### config.mk
export PLATFORM = sky130hd
export DESIGN_NAME = pat_mem_arbiter
export DESIGN_NICKNAME = d
export VERILOG_FILES = /design/src/rtl/pat_mem_arbiter_pkg.sv /design/src/rtl/pat_mem_rtag_pipe.sv /design/src/rtl/pat_mem_arbiter.sv
export SDC_FILE = /design/constraint.sdc
export NUM_CORES = 1
export LEC_CHECK = 0
export ABC_AREA = 1
export BUFFER_PORTS_ARGS = -buffer_cell sky130_fd_sc_hd__clkbuf_2
export CORE_AREA = 3 3 655 657
export DETAILED_ROUTE_END_ITERATION = 16
export DIE_AREA = 0 0 658 660
export PLACE_DENSITY = 0.3
export SLEW_MARGIN = 30
export SYNTH_ARGS = -nofsm -noshare
export SYNTH_HDL_FRONTEND = slang
export SYNTH_HIERARCHICAL = 1
export SYNTH_SLANG_ARGS = --single-unit
### constraint.sdc
create_clock -name clk -period 3.49 [get_ports clk]
set_input_delay 0.1745 -clock clk [delete_from_list [all_inputs] [get_ports clk]]
set_output_delay 0.1745 -clock clk [all_outputs]
set_load 0.05 [all_outputs]
### src/rtl/pat_mem_arbiter_pkg.sv
// Shared types and constants for the pattern memory arbiter.
package pat_mem_arbiter_pkg;

  typedef enum logic [1:0] {
    H_IDLE  = 2'd0,
    H_STALL = 2'd1,
    H_ABORT = 2'd2
  } h_state_t;

  localparam logic OWNER_F = 1'b0;
  localparam logic OWNER_H = 1'b1;

  localparam logic [31:0] START_WORD = 32'hFDFDFDFD;

  typedef struct packed {
    logic valid;
    logic owner;
    logic abort;
  } rtag_t;

  // A command carrying both read and write is a write, so it never reads.
  function automatic logic is_read(input logic rd, input logic wr);
    return rd & ~wr;
  endfunction

endpackage

### src/rtl/pat_mem_rtag_pipe.sv
// Read tag pipe: delays {valid, owner, abort} by the memory read latency so
// returning data can be steered to the port that issued the read.
module pat_mem_rtag_pipe
  import pat_mem_arbiter_pkg::*;
#(
  parameter int RD_LAT = 1
) (
  input  logic  clk,
  input  logic  rst_n,
  input  rtag_t tag_in,
  output rtag_t tag_out
);

  rtag_t stage [RD_LAT];

  // Shift tags one stage per cycle; reset drops every tag in flight.
  always_ff @(posedge clk) begin
    if (!rst_n) begin
      for (int i = 0; i < RD_LAT; i++) begin
        stage[i] <= '0;
      end
    end else begin
      stage[0] <= tag_in;
      for (int i = 1; i < RD_LAT; i++) begin
        stage[i] <= stage[i-1];
      end
    end
  end

  assign tag_out = stage[RD_LAT-1];

endmodule

### src/rtl/pat_mem_arbiter.sv
// Arbiter for the single-port pattern memory: the fetch engine (F) always
// wins, the host path (H) waits via waitrequest and is aborted after a
// bounded stall. Read data is returned through a latency-matched tag pipe.
module pat_mem_arbiter
  import pat_mem_arbiter_pkg::*;
#(
  parameter int          AW        = 13,
  parameter int          DW        = 256,
  parameter int          RD_LAT    = 1,
  parameter int          TIMEOUT   = 4096,
  parameter int unsigned ABORT_VAL = 32'hDEAD
) (
  input  logic              clk,
  input  logic              rst_n,
  input  logic              f_read,
  input  logic              f_write,
  input  logic [AW-1:0]     f_addr,
  input  logic [DW-1:0]     f_wdata,
  input  logic [DW/8-1:0]   f_be,
  output logic [DW-1:0]     f_rdata,
  output logic              f_rvalid,
  input  logic              f_lock,
  input  logic              h_read,
  input  logic              h_write,
  input  logic [AW-1:0]     h_addr,
  input  logic [DW-1:0]     h_wdata,
  input  logic [DW/8-1:0]   h_be,
  output logic              h_waitreq,
  output logic [DW-1:0]     h_rdata,
  output logic              h_rvalid,
  output logic              h_timeout,
  input  logic              h_err_clr,
  output logic              mem_cs,
  output logic              mem_clken,
  output logic              mem_rd,
  output logic              mem_wr,
  output logic [AW-1:0]     mem_addr,
  output logic [DW/8-1:0]   mem_be,
  output logic [DW-1:0]     mem_wdata,
  input  logic [DW-1:0]     mem_rdata
);

  localparam int            CW          = $clog2(TIMEOUT + 1);
  localparam logic [CW-1:0] STALL_LIMIT = CW'(TIMEOUT - 1);

  h_state_t      h_state;
  logic [CW-1:0] stall_cnt;
  logic [CW-1:0] stall_next;
  logic          abort_rd;

  logic  f_req, f_rd;
  logic  h_req, h_rd;
  logic  h_legal, h_grant, h_abort;
  logic  h_data_v, abort_v;
  rtag_t tag_in, tag_out;

  // Request decode and grant decision; reset suppresses every grant.
  always_comb begin
    f_req      = f_read | f_write;
    f_rd       = is_read(f_read, f_write);
    h_req      = h_read | h_write;
    h_rd       = is_read(h_read, h_write);
    h_legal    = rst_n & h_req & ~f_req & ~(h_write & f_lock);
    h_grant    = h_legal & (h_state != H_ABORT);
    h_abort    = rst_n & (h_state == H_ABORT);
    stall_next = (h_state == H_STALL) ? stall_cnt + CW'(1) : CW'(1);
  end

  // Command mux: F has priority, then a granted H access, else idle.
  always_comb begin
    mem_cs    = rst_n;
    mem_clken = 1'b1;
    mem_rd    = 1'b0;
    mem_wr    = 1'b0;
    mem_addr  = '0;
    mem_be    = '0;
    mem_wdata = '0;
    h_waitreq = ~(h_grant | h_abort);
    if (rst_n && f_req) begin
      mem_rd    = f_rd;
      mem_wr    = f_write;
      mem_addr  = f_addr;
      mem_be    = f_be;
      mem_wdata = f_wdata;
    end else if (h_grant) begin
      mem_rd    = h_rd;
      mem_wr    = h_write;
      mem_addr  = h_addr;
      mem_be    = h_be;
      mem_wdata = h_wdata;
    end
  end

  // Build the tag for this cycle; an abort rides alongside any F read.
  always_comb begin
    tag_in       = '0;
    tag_in.valid = (rst_n & f_req & f_rd) | (h_grant & h_rd);
    tag_in.owner = f_req ? OWNER_F : OWNER_H;
    tag_in.abort = h_abort & abort_rd;
  end

  pat_mem_rtag_pipe #(
    .RD_LAT (RD_LAT)
  ) u_rtag_pipe (
    .clk     (clk),
    .rst_n   (rst_n),
    .tag_in  (tag_in),
    .tag_out (tag_out)
  );

  // Steer returning data to its owner; aborted H reads return ABORT_VAL.
  always_comb begin
    f_rvalid = rst_n & tag_out.valid & (tag_out.owner == OWNER_F);
    h_data_v = rst_n & tag_out.valid & (tag_out.owner == OWNER_H);
    abort_v  = rst_n & tag_out.abort;
    h_rvalid = h_data_v | abort_v;
    f_rdata  = f_rvalid ? mem_rdata : '0;
    if (abort_v) begin
      h_rdata = DW'(ABORT_VAL);
    end else if (h_data_v) begin
      h_rdata = mem_rdata;
    end else begin
      h_rdata = '0;
    end
  end

  // H FSM, stall counter and sticky timeout flag (set beats clear).
  always_ff @(posedge clk) begin
    if (!rst_n) begin
      h_state   <= H_IDLE;
      stall_cnt <= '0;
      abort_rd  <= 1'b0;
      h_timeout <= 1'b0;
    end else begin
      if (h_abort) begin
        h_timeout <= 1'b1;
      end else if (h_err_clr) begin
        h_timeout <= 1'b0;
      end
      case (h_state)
        H_IDLE, H_STALL: begin
          if (!h_req || h_legal) begin
            h_state   <= H_IDLE;
            stall_cnt <= '0;
          end else if (stall_next >= STALL_LIMIT) begin
            h_state   <= H_ABORT;
            stall_cnt <= '0;
            abort_rd  <= h_rd;
          end else begin
            h_state   <= H_STALL;
            stall_cnt <= stall_next;
          end
        end
        H_ABORT: begin
          h_state  <= H_IDLE;
          abort_rd <= 1'b0;
        end
        default: begin
          h_state   <= H_IDLE;
          stall_cnt <= '0;
        end
      endcase
    end
  end

endmodule

==> out/metrics.yaml, run 1 <==
status: "aborted with a tool error"
haltStage: "3_3_place_gp"
stop_error: "[ERROR GPL-0305] RePlAce diverged during gradient descent calculation, resulting in an invalid step length (Inf or NaN). This is often caused by numerical instability ..."
io_buffers: 1685
synth_top_area_cell: "a32o_1"
synth.top_cell.area_share_pct: 36.5
synth-seq-cells: 20
ys_warn_count: 6
start_util_pct: 1.95
synthTopCellsByArea: "a32o_1, nor3_1, inv_1"
row_count: 239
synth.distinct_cells: 30
syn_inst: 1447
fp.dieW_um: 658
synth_area_sq_um: 8270
die_h_um: 660
yosysSeqAreaShare_pct: 4.84
synth_area_per_cell_sq_um: 5.72
io_pins: 1687
syn-num-nets: 2314
==> cell usage after synthesis <==
cell type / number
a21oi_1: 3
a32o_1: 302
buf_1: 3
buf_2: 16
buf_4: 32
clkbuf_1: 137
conb_1: 1
dfxtp_1: 20
ha_1: 1
inv_1: 285
inv_2: 1
nand2_1: 53
nand2_2: 1
nand2_4: 1
nand3_1: 21
nand3b_1: 4
nand3b_4: 1
nand4_1: 4
nand4_2: 1
nor2_1: 282
nor2_2: 3
nor2_4: 1
nor2_8: 1
nor3_1: 246
nor3_2: 1
o21ai_0: 16
o21ai_1: 6
o21bai_1: 2
or2_1: 1
xor2_1: 1
==> cells by family after synthesis <==
family                   share of synthesized area, %
adder cells (fa/ha/maj)                         0.151
other                                          0.0453
AND/OR/NAND/NOR                                  33.4
buffers and inverters                            23.2
XOR/XNOR                                        0.106
flip-flops                                       4.84
AO/OA/AOI/OAI                                    38.2
==> run 2, diff against run 1 <==
PLACE_DENSITY = default   (was 0.3)
PLACE_DENSITY_LB_ADDON = 0.15   (was default)
==> run 2 against run 1 <==
  * The run now ends clean
  * Synthesized cell count is the same
  * Area after synthesis stayed put
==> out/metrics.yaml, run 2 <==
cts_hold_buf: 0
die_area_sq_um: 434000
io_pins: 1687  # unchanged
final_area_sq_um: 24300
peakVddDrop_uv: 150
die_h_um: 660  # unchanged
async_flop_share_pct: 0  # unchanged
ant_nets: 0
status: "finished, final reports clean"
vias: 20600
crit_type: "input port to primary output"
finalSetupTns_ns: 0
worstSkewPairLatency_ns: 0.26
final_common_cell: "clkbuf_2"
largest_reg_flops: 13
ff2ff_setup_slack_ns: 1.25
fp.dieW_um: 658  # unchanged
synthTopCellsByArea: "a32o_1, nor3_1, inv_1"
hold_start: "h_err_clr"
finalWirelength_um: 333000
worstHoldEndpoint: "h_timeout"
row_count: 239  # unchanged
critPathMaxStageDelay_ns: 0.67
cpMostUsedCell: "clkbuf_2"
power.density_nw_per_um2: 168
synth_area_per_cell_sq_um: 5.72  # unchanged
worstHoldPathType: "input port to flip-flop"
start_kind: "input port"
yosysSeqAreaShare_pct: 4.84  # unchanged
path_buf_inv: 5
grt-ovfl-total: 0
switching_share_pct: 71.2
holdWs_ns: 0.113
rsz0062_at_grt: "no"
drive_above_1_share_pct: 58.7
synth_most_common_cell: "a32o_1"
synthTopCellsByCount: "a32o_1, inv_1, nor2_1, nor3_1, clkbuf_1"
r2r-end: "stall_cnt[2]"
ys_warn_count: 6  # unchanged
synth_area_sq_um: 8270  # unchanged
timing.rr.start: "stall_cnt[0]"
synth_top_area_cell: "a32o_1"
drtIter0Drc: 1861
cp.arrival_ns: 3.08
syn_inst: 1447  # unchanged
min_period_ns: 3.26
core_sq_um: 423000
cts_tree: "done"
fmax_mhz: 307
fin_ws_ns: 0.232
dr.pass1.iters: 6
synth.distinct_cells: 30  # unchanged
p_comb_share_pct: 88.1
clkPwrFrac_pct: 6.2
cts_setup_buffers: 0
cts_sinks: 20
fillerInstances: 50900
syn-num-nets: 2314  # unchanged
cpMaxStageDelayCell: "buf_4"
worstMarginPinSlew_ns: 0.960
min_path_cells: 2
crit_path_max_fanout: 46
antenna_found_initial: 275
crit_required_ns: 3.32
ctsResizeCount: 0
internal_power_uw: 1180
regMostFlops: "stall_cnt"
synth_ff_type: "dfxtp_1"
reg_top3: "stall_cnt: 13 flops, u_rtag_pipe/stage: 3 flops, h_state: 2 flops"
place_area_sq_um: 24000
total_power_uw: 4090
io_buffers: 1685  # unchanged
drc: 0
clkTransAtPathRegs_ns: 0.07
htree_levels: 1
path_cells: "clkbuf_2 > or2_4 > inv_2 > nand4_2 > nor2_4 > buf_12 > buf_4 > a32o_1 > clkbuf_2"
track_usage_pct: 14.6
critPathTopFamily: "buffers and inverters"
drv_slew: 0
synth-seq-cells: 20  # unchanged
layout_common_cells: "clkbuf_2, a32o_1, inv_1, nor2_1, nor3_1"
cp-end-kind: "primary output"
fin_nets: 3876
vias_per_cell: 2.35
synth_edf_count: 0  # unchanged
numCtsBuffers: 3
wl_per_cell_um: 38.1
switching_power_uw: 2910
post-route-period-util_pct: 93.4
grt_pass1_vias: 20000
gp_congestion: 1.02
skew_ns: 0.00607
cts_root_buf: "clkbuf_16"
grt_max_degree: 142
areaGrowthSynthToFinish_pct: 194
hpwl_um: 315000
multi_input_area_sq_um: 5990
grt_pass1_wl_um: 379000
synth.top_cell.area_share_pct: 36.5  # unchanged
leakage_uw: 0.0114
relSlewSlack_pct: 36.0
start_util_pct: 1.95  # unchanged
regArea_sq_um: 400
reg2regPathDepth: 12
drv_cap: 0
cts_buffer_depth: 2
hold_viol: 0
setup-violations-final: 0
dp_slack_ns: 0.155
pwr-share-seq_pct: 5.8
-- run 2: cell counts after synthesis --
No cell type changed its count.
-- run 2: how the worst max path moves through the flow --
stage	end	cells after the start	slack (ns)	from
after floorplan	f_rdata[215]	7	0.99	rst_n
after global placement	h_rdata[70]	5	-0.34	rst_n
after detailed placement	mem_be[1]	9	0.16	f_read
after CTS	mem_be[1]	9	0.15	f_read
after global routing	mem_be[1]	9	0.16	f_read
final	mem_be[15]	9	0.23	f_read
-- run 2: cell families (layout without fill, tap and decap cells) --
logic type                 Yosys count  after routing  share of synthesized area (%)
adders and majority gates            1              1                          0.151
xor gates and xnor gates             1              1                          0.106
DFF                                 20             20                           4.84
buffers and inverters              474           2034                           23.2
and+or+nand+nor                    621            621                           33.4
other                                1             92                         0.0453
AOI/OAI and AO/OA                  329            329                           38.2
-- run 2: through the flow --
stage	util, %	instances
2_1_floorplan	-	1447
3_3_place_gp	5.65	8664
3_5_place_dp	5.66	8666
6_report	5.74	8761
4_1_cts	5.68	8669
5_1_grt	5.72	8733
-- run 2: power by group through the flow --
stage / sequential (uW) / combinational (uW) / clock (uW)
after floorplan: 239 / 1500 / 0
after global placement: 241 / 3740 / 0
after detailed placement: 241 / 3710 / 0
after CTS: 236 / 3720 / 263
after global routing: 236 / 3740 / 273
final: 236 / 3600 / 252
-- run 2: area by class of cell --
type / count / area share (%)
antenna: 91 / 0.937
clock buffer: 3 / 0.309
inverter: 286 / 4.48
multi-input combinational: 953 / 24.6
sequential: 20 / 1.65
tap: 5663 / 29.2
timing repair buffer: 1745 / 38.8
-- run 2: metal layers --
layer	routed length (um)	global-route usage (%)
met1	102000	13.2
met2	190000	30.1
met3	30200	5.36
met4	10600	3.48
met5	570	0
Power figures use the tool's default switching activity.
==> run 3, diff against run 2 <==
CORE_AREA = 3 3 659 661   (was 3 3 655 657)
DIE_AREA = 0 0 662 664   (was 0 0 658 660)
SLEW_MARGIN = 20   (was 30)
clock period = 3 ns   (was 3.49 ns; I/O delays follow)
==> run 3 against run 2 <==
  * Sequential share of layout area shrank 0.29 points
  * Die area rose by 1.2%
  * Worst hold slack lost 0.013 ns
  * Via count fell by 0.86%
  * Critical path depth decreased by 3
  * Largest power group unchanged
==> out/metrics.yaml, run 3 (synthesis gave the netlist of run 2 again) <==
grt_pass1_vias: 20300  # +1.6%
reg_top3: "stall_cnt: 13 flops, u_rtag_pipe/stage: 3 flops, h_state: 2 flops"
wl_per_cell_um: 36.9  # -3.1%
grt-ovfl-total: 0  # unchanged
clkPwrFrac_pct: 6.8  # +0.6 points
grt_max_degree: 115  # -19%
layout_common_cells: "clkbuf_2, buf_12, a32o_1, inv_1, nor2_1"
row_count: 241  # +0.84%
io_buffers: 1685  # unchanged
crit_required_ns: 2.85  # -0.47 ns
vias: 20400  # -0.86%
regMostFlops: "stall_cnt"
drv_cap: 0  # unchanged
leakage_uw: 0.0130  # +14%
gp_congestion: 1.03  # +0.86%
status: "finished, final reports clean"
drv_slew: 0  # unchanged
setup-violations-final: 0  # unchanged
skew_ns: 0.00300  # -0.00307 ns
relSlewSlack_pct: 42.7  # +6.7 points
die_h_um: 664  # +0.61%
io_pins: 1687  # unchanged
areaGrowthSynthToFinish_pct: 257
clkTransAtPathRegs_ns: 0.06  # about the same
drc: 0  # unchanged
cp.arrival_ns: 2.66  # -0.42 ns
internal_power_uw: 2100  # +79%
core_sq_um: 430000  # +1.5%
rsz0062_at_grt: "no"
cts_buffer_depth: 2  # unchanged
die_area_sq_um: 440000  # +1.2%
hold_viol: 0  # unchanged
antenna_found_initial: 283  # +2.9%
start_kind: "flip-flop"
cts_root_buf: "clkbuf_16"
post-route-period-util_pct: 93.5
cts_hold_buf: 0  # unchanged
ant_nets: 0  # unchanged
drive_above_1_share_pct: 59.4  # +0.68 points
cp-end-kind: "primary output"
final_cell_count_no_fill: 8846  # +0.97%
hpwl_um: 307000  # -2.4%
cts_tree: "done"
worstMarginPinSlew_ns: 0.859  # -0.100 ns
peakVddDrop_uv: 130  # -14%
finalSetupTns_ns: 0  # unchanged
start_util_pct: 1.93  # -0.028 points
ctsResizeCount: 0  # unchanged
finalWirelength_um: 326000  # -2.2%
place_area_sq_um: 29200  # +22%
switching_share_pct: 62.7  # -8.5 points
fp.dieW_um: 662  # +0.61%
dr.pass1.iters: 6  # unchanged
final_area_sq_um: 29500  # +22%
power.density_nw_per_um2: 191  # +14%
largest_reg_flops: 13  # unchanged
crit_type: "flip-flop to primary output"
fin_nets: 3925  # +1.3%
dp_cells: 8763  # +1.1%
crit_path_max_fanout: 53  # +15%
grt_pass1_wl_um: 374000  # -1.5%
fmax_mhz: 356
switching_power_uw: 3540  # +22%
worstHoldPathType: "input port to flip-flop"
drtIter0Drc: 1538  # -17%
track_usage_pct: 14.2  # -0.41 points
pwr-share-seq_pct: 4.9  # -0.9 points
worstSkewPairLatency_ns: 0.26  # about the same
min_period_ns: 2.81
cts_setup_buffers: 0  # unchanged
htree_levels: 1  # unchanged
numCtsBuffers: 3  # unchanged
final_common_cell: "clkbuf_2"
cts_sinks: 20  # unchanged
p_comb_share_pct: 88.3  # +0.2 points
vias_per_cell: 2.30  # -1.8%
==> run 3: cell types whose count changed in the layout (fill, tap and decap cells not counted), sizes merged <==
cell	delta
diode	-12
bufinv	+1
buf	+345
clkbuf	-296
==> run 3: power by group through the flow <==
stage | Combinational, uW | Sequential [uW] | Clock [uW]
global route | 5170 | 275 | 398
finish | 4980 | 275 | 385
floorplan | 1740 | 278 | 0
CTS | 5150 | 274 | 394
global placement | 5160 | 281 | 0
detailed placement | 5130 | 281 | 0
==> run 3: layer usage <==
| metal | share of wire, % | GRT usage [%] | vias to the layer above |
|---|---|---|---|
| met5 | 0.14 | 0 | - |
| met4 | 3.6 | 3.49 | 76 |
| met3 | 7.1 | 3.98 | 501 |
| met2 | 55 | 28.2 | 1507 |
| met1 | 35 | 14.3 | 9884 |
| li1 | - | - | 8419 |
==> run 3: cell type report <==
class | instances | area, sq um
clock buffer | 3 | 75.1
tap | 5710 | 7140
timing repair buffer | 1794 | 14600
sequential | 20 | 400
clock inverter | 1 | 30.0
inverter | 286 | 1090
antenna | 79 | 198
multi-input combinational | 953 | 5990
fill | 51000 | 400000
==> run 3: critical path, stage by stage, from the launching register on <==
cell and delay (ns):
dfxtp_1 0.37, nand2_1 0.07, nor2_1 0.37, inv_8 0.23, buf_4 0.42, nor2_1 0.39
clkbuf_2 0.37
==> run 3: final timing paths <==
kind	from	to	slack, ns	cells after the start
max	u_rtag_pipe/stage[0][2]	f_rdata[69]	0.19	6
min	h_err_clr	h_timeout	0.10	2
max reg2reg	stall_cnt[0]	stall_cnt[2]	0.84	12
min reg2reg	stall_cnt[12]	stall_cnt[12]	0.46	2
==> run 3: per-stage QoR <==
stage                     hold slack, ns  utilization [%]  worst slack [ns]  power [uW]
after global placement             0.350             6.80             0.263        5440
after detailed placement           0.366             6.81             0.422        5410
final                              0.101             6.88             0.194        5640
after CTS                         0.0892             6.83             0.213        5820
after floorplan                    0.243                -             0.532        2020
after global routing               0.131             6.86            0.0691        5840
==> run 4, diff against run 3 <==
CORE_AREA = 3 3 661 663   (was 3 3 659 661)
DIE_AREA = 0 0 664 666   (was 0 0 662 664)
clock period = 2.45 ns   (was 3 ns; I/O delays follow)
==> run 4 against run 3 <==
  * Wire length increased by 12%
  * Critical path type is now input port to primary output
  * The run now ends with negative setup slack left
  * Largest cell class unchanged
  * Design area increased by 12%
  * Combinational power increased by 34%
  * Clock-buffer cell count unchanged
  * Sequential power increased by 22%
  * Critical path depth unchanged
  * Power increased by 31%
  * Sequential cell count unchanged
==> out/metrics.yaml, run 4 (synthesis gave the netlist of run 2 again) <==
worstMarginPinSlew_ns: 0.857  # -0.00213 ns
layout_common_cells: "clkbuf_2, buf_12, a32o_1, inv_1, nor2_1"
io_buffers: 1685  # unchanged
largest_reg_flops: 13  # unchanged
cts_setup_buffers: 0  # unchanged
routed.top_layer: "met5"
fp.dieW_um: 664  # +0.30%
clkTransAtPathRegs_ns: 0.06  # about the same
cts_tree: "done"
grt_pass1_vias: 21200  # +4.4%
finalWirelength_um: 367000  # +12%
routed-wl-met2_um: 214000  # +20%
hpwl_um: 348000  # +13%
ctsResizeCount: 9  # +9
drtIter0Drc: 1423  # -7.5%
cts_root_buf: "clkbuf_16"
hold_viol: 0  # unchanged
worstHoldPathType: "input port to flip-flop"
crit_type: "input port to primary output"
io_pins: 1687  # unchanged
crit_required_ns: 2.33  # -0.52 ns
cts_hold_buf: 0  # unchanged
peakVddDrop_uv: 271  # +110%
start_kind: "input port"
min_period_ns: 2.50
status: "finished, violations left"
numCtsBuffers: 3  # unchanged
cpMostUsedCell: "buf_12"
total_power_uw: 7370  # +31%
cts_sinks: 20  # unchanged
power.density_nw_per_um2: 222  # +16%
path_cells: "clkbuf_2 > or2_4 > buf_12 > buf_12 > a32o_1 > buf_12"
vias: 20800  # +2.0%
fillerInstances: 50700  # -0.71%
cpMaxStageDelayCell: "a32o_1"
final_common_cell: "clkbuf_2"
vias_per_cell: 2.33  # +1.2%
die_area_sq_um: 442000  # +0.60%
crit_path_max_fanout: 70  # +32%
start_util_pct: 1.92  # -0.0054 points
die_h_um: 666  # +0.30%
met3_length_um: 20000  # -14%
areaGrowthSynthToFinish_pct: 301
rsz0062_at_grt: "yes"
core_sq_um: 431000  # +0.28%
row_count: 241  # unchanged
final_cell_count_no_fill: 8920  # +0.84%
reg_top3: "stall_cnt: 13 flops, u_rtag_pipe/stage: 3 flops, h_state: 2 flops"
routedLengthMet1_um: 121000  # +7.6%
skew_ns: 0.00497  # +0.00197 ns
cts_buffer_depth: 2  # unchanged
grt-ovfl-total: 0  # unchanged
post-route-period-util_pct: 102
dp_cells: 8832  # +0.79%
cp-end-kind: "primary output"
gp_congestion: 1.01  # -2.6%
drive_above_1_share_pct: 60.5  # +1.1 points
critPathTopFamily: "buffers and inverters"
dr.pass1.iters: 5  # -1
ant_nets: 0  # unchanged
relSlewSlack_pct: 42.4  # -0.30 points
fin_nets: 3994  # +1.8%
setup-violations-final: 2  # +2
wl_per_cell_um: 41.1  # +11%
critPathMaxStageDelay_ns: 0.61  # +0.19 ns
regMostFlops: "stall_cnt"
cp.arrival_ns: 2.38  # -0.28 ns
antenna_found_initial: 314  # +11%
drc: 0  # unchanged
grt_pass1_wl_um: 417000  # +12%
track_usage_pct: 15.9  # +1.7 points
grt_max_degree: 80  # -30%
worstSkewPairLatency_ns: 0.26  # about the same
fmax_mhz: 400
failed_checks: "negative setup slack"
drv_cap: 0  # unchanged
path_buf_inv: 4  # +1
fin_ws_ns: -0.0478  # -0.242 ns
htree_levels: 1  # unchanged
drv_slew: 0  # unchanged
leakage_uw: 0.0141  # +9.0%
[run 4: stage by stage]
stage	instance area (sq um)	hold WS, ns	setup WS, ns	setup TNS [ns]	utilization [%]
2_1_floorplan	8270	0.216	0.00935	0	-
3_3_place_gp	32900	0.327	-0.0994	-0.299	7.64
3_5_place_dp	32900	0.326	-0.0322	-0.0322	7.64
4_1_cts	33000	0.0650	0.00335	0	7.66
5_1_grt	33200	0.103	-0.000657	-0.000657	7.70
6_report	33200	0.0703	-0.0478	-0.0521	7.71
[run 4: power breakdown]
part / internal, uW / switching (uW) / total, uW
Clock: 216 / 143 / 359
Sequential: 329 / 6.27 / 336
Combinational: 2260 / 4420 / 6680
[run 4: final timing paths]
kind | from | to | slack [ns] | cells past startpoint
worst max-delay path | f_write | mem_wdata[58] | -0.05 | 6
worst min-delay path | h_err_clr | h_timeout | 0.07 | 2
worst max register to register | stall_cnt[0] | stall_cnt[2] | 0.37 | 12
worst min register to register | stall_cnt[12] | stall_cnt[12] | 0.46 | 2
[run 4: cell type report]
cell class | count | area (sq um) | area share [%]
well taps | 5710 | 7140 | 21.5
clock buffers | 3 | 75.1 | 0.226
diodes | 85 | 213 | 0.640
repair buffers | 1863 | 18300 | 55.1
multi-input cells | 953 | 5990 | 18.0
flip-flops and latches | 20 | 400 | 1.21
inverters | 286 | 1090 | 3.28
[run 4: routing by layer]
metal,global-route usage (%),vias up
met5,0,-
met4,3.29,64
met3,3.28,529
met2,33.6,1494
met1,15.3,10100
li1,-,8568
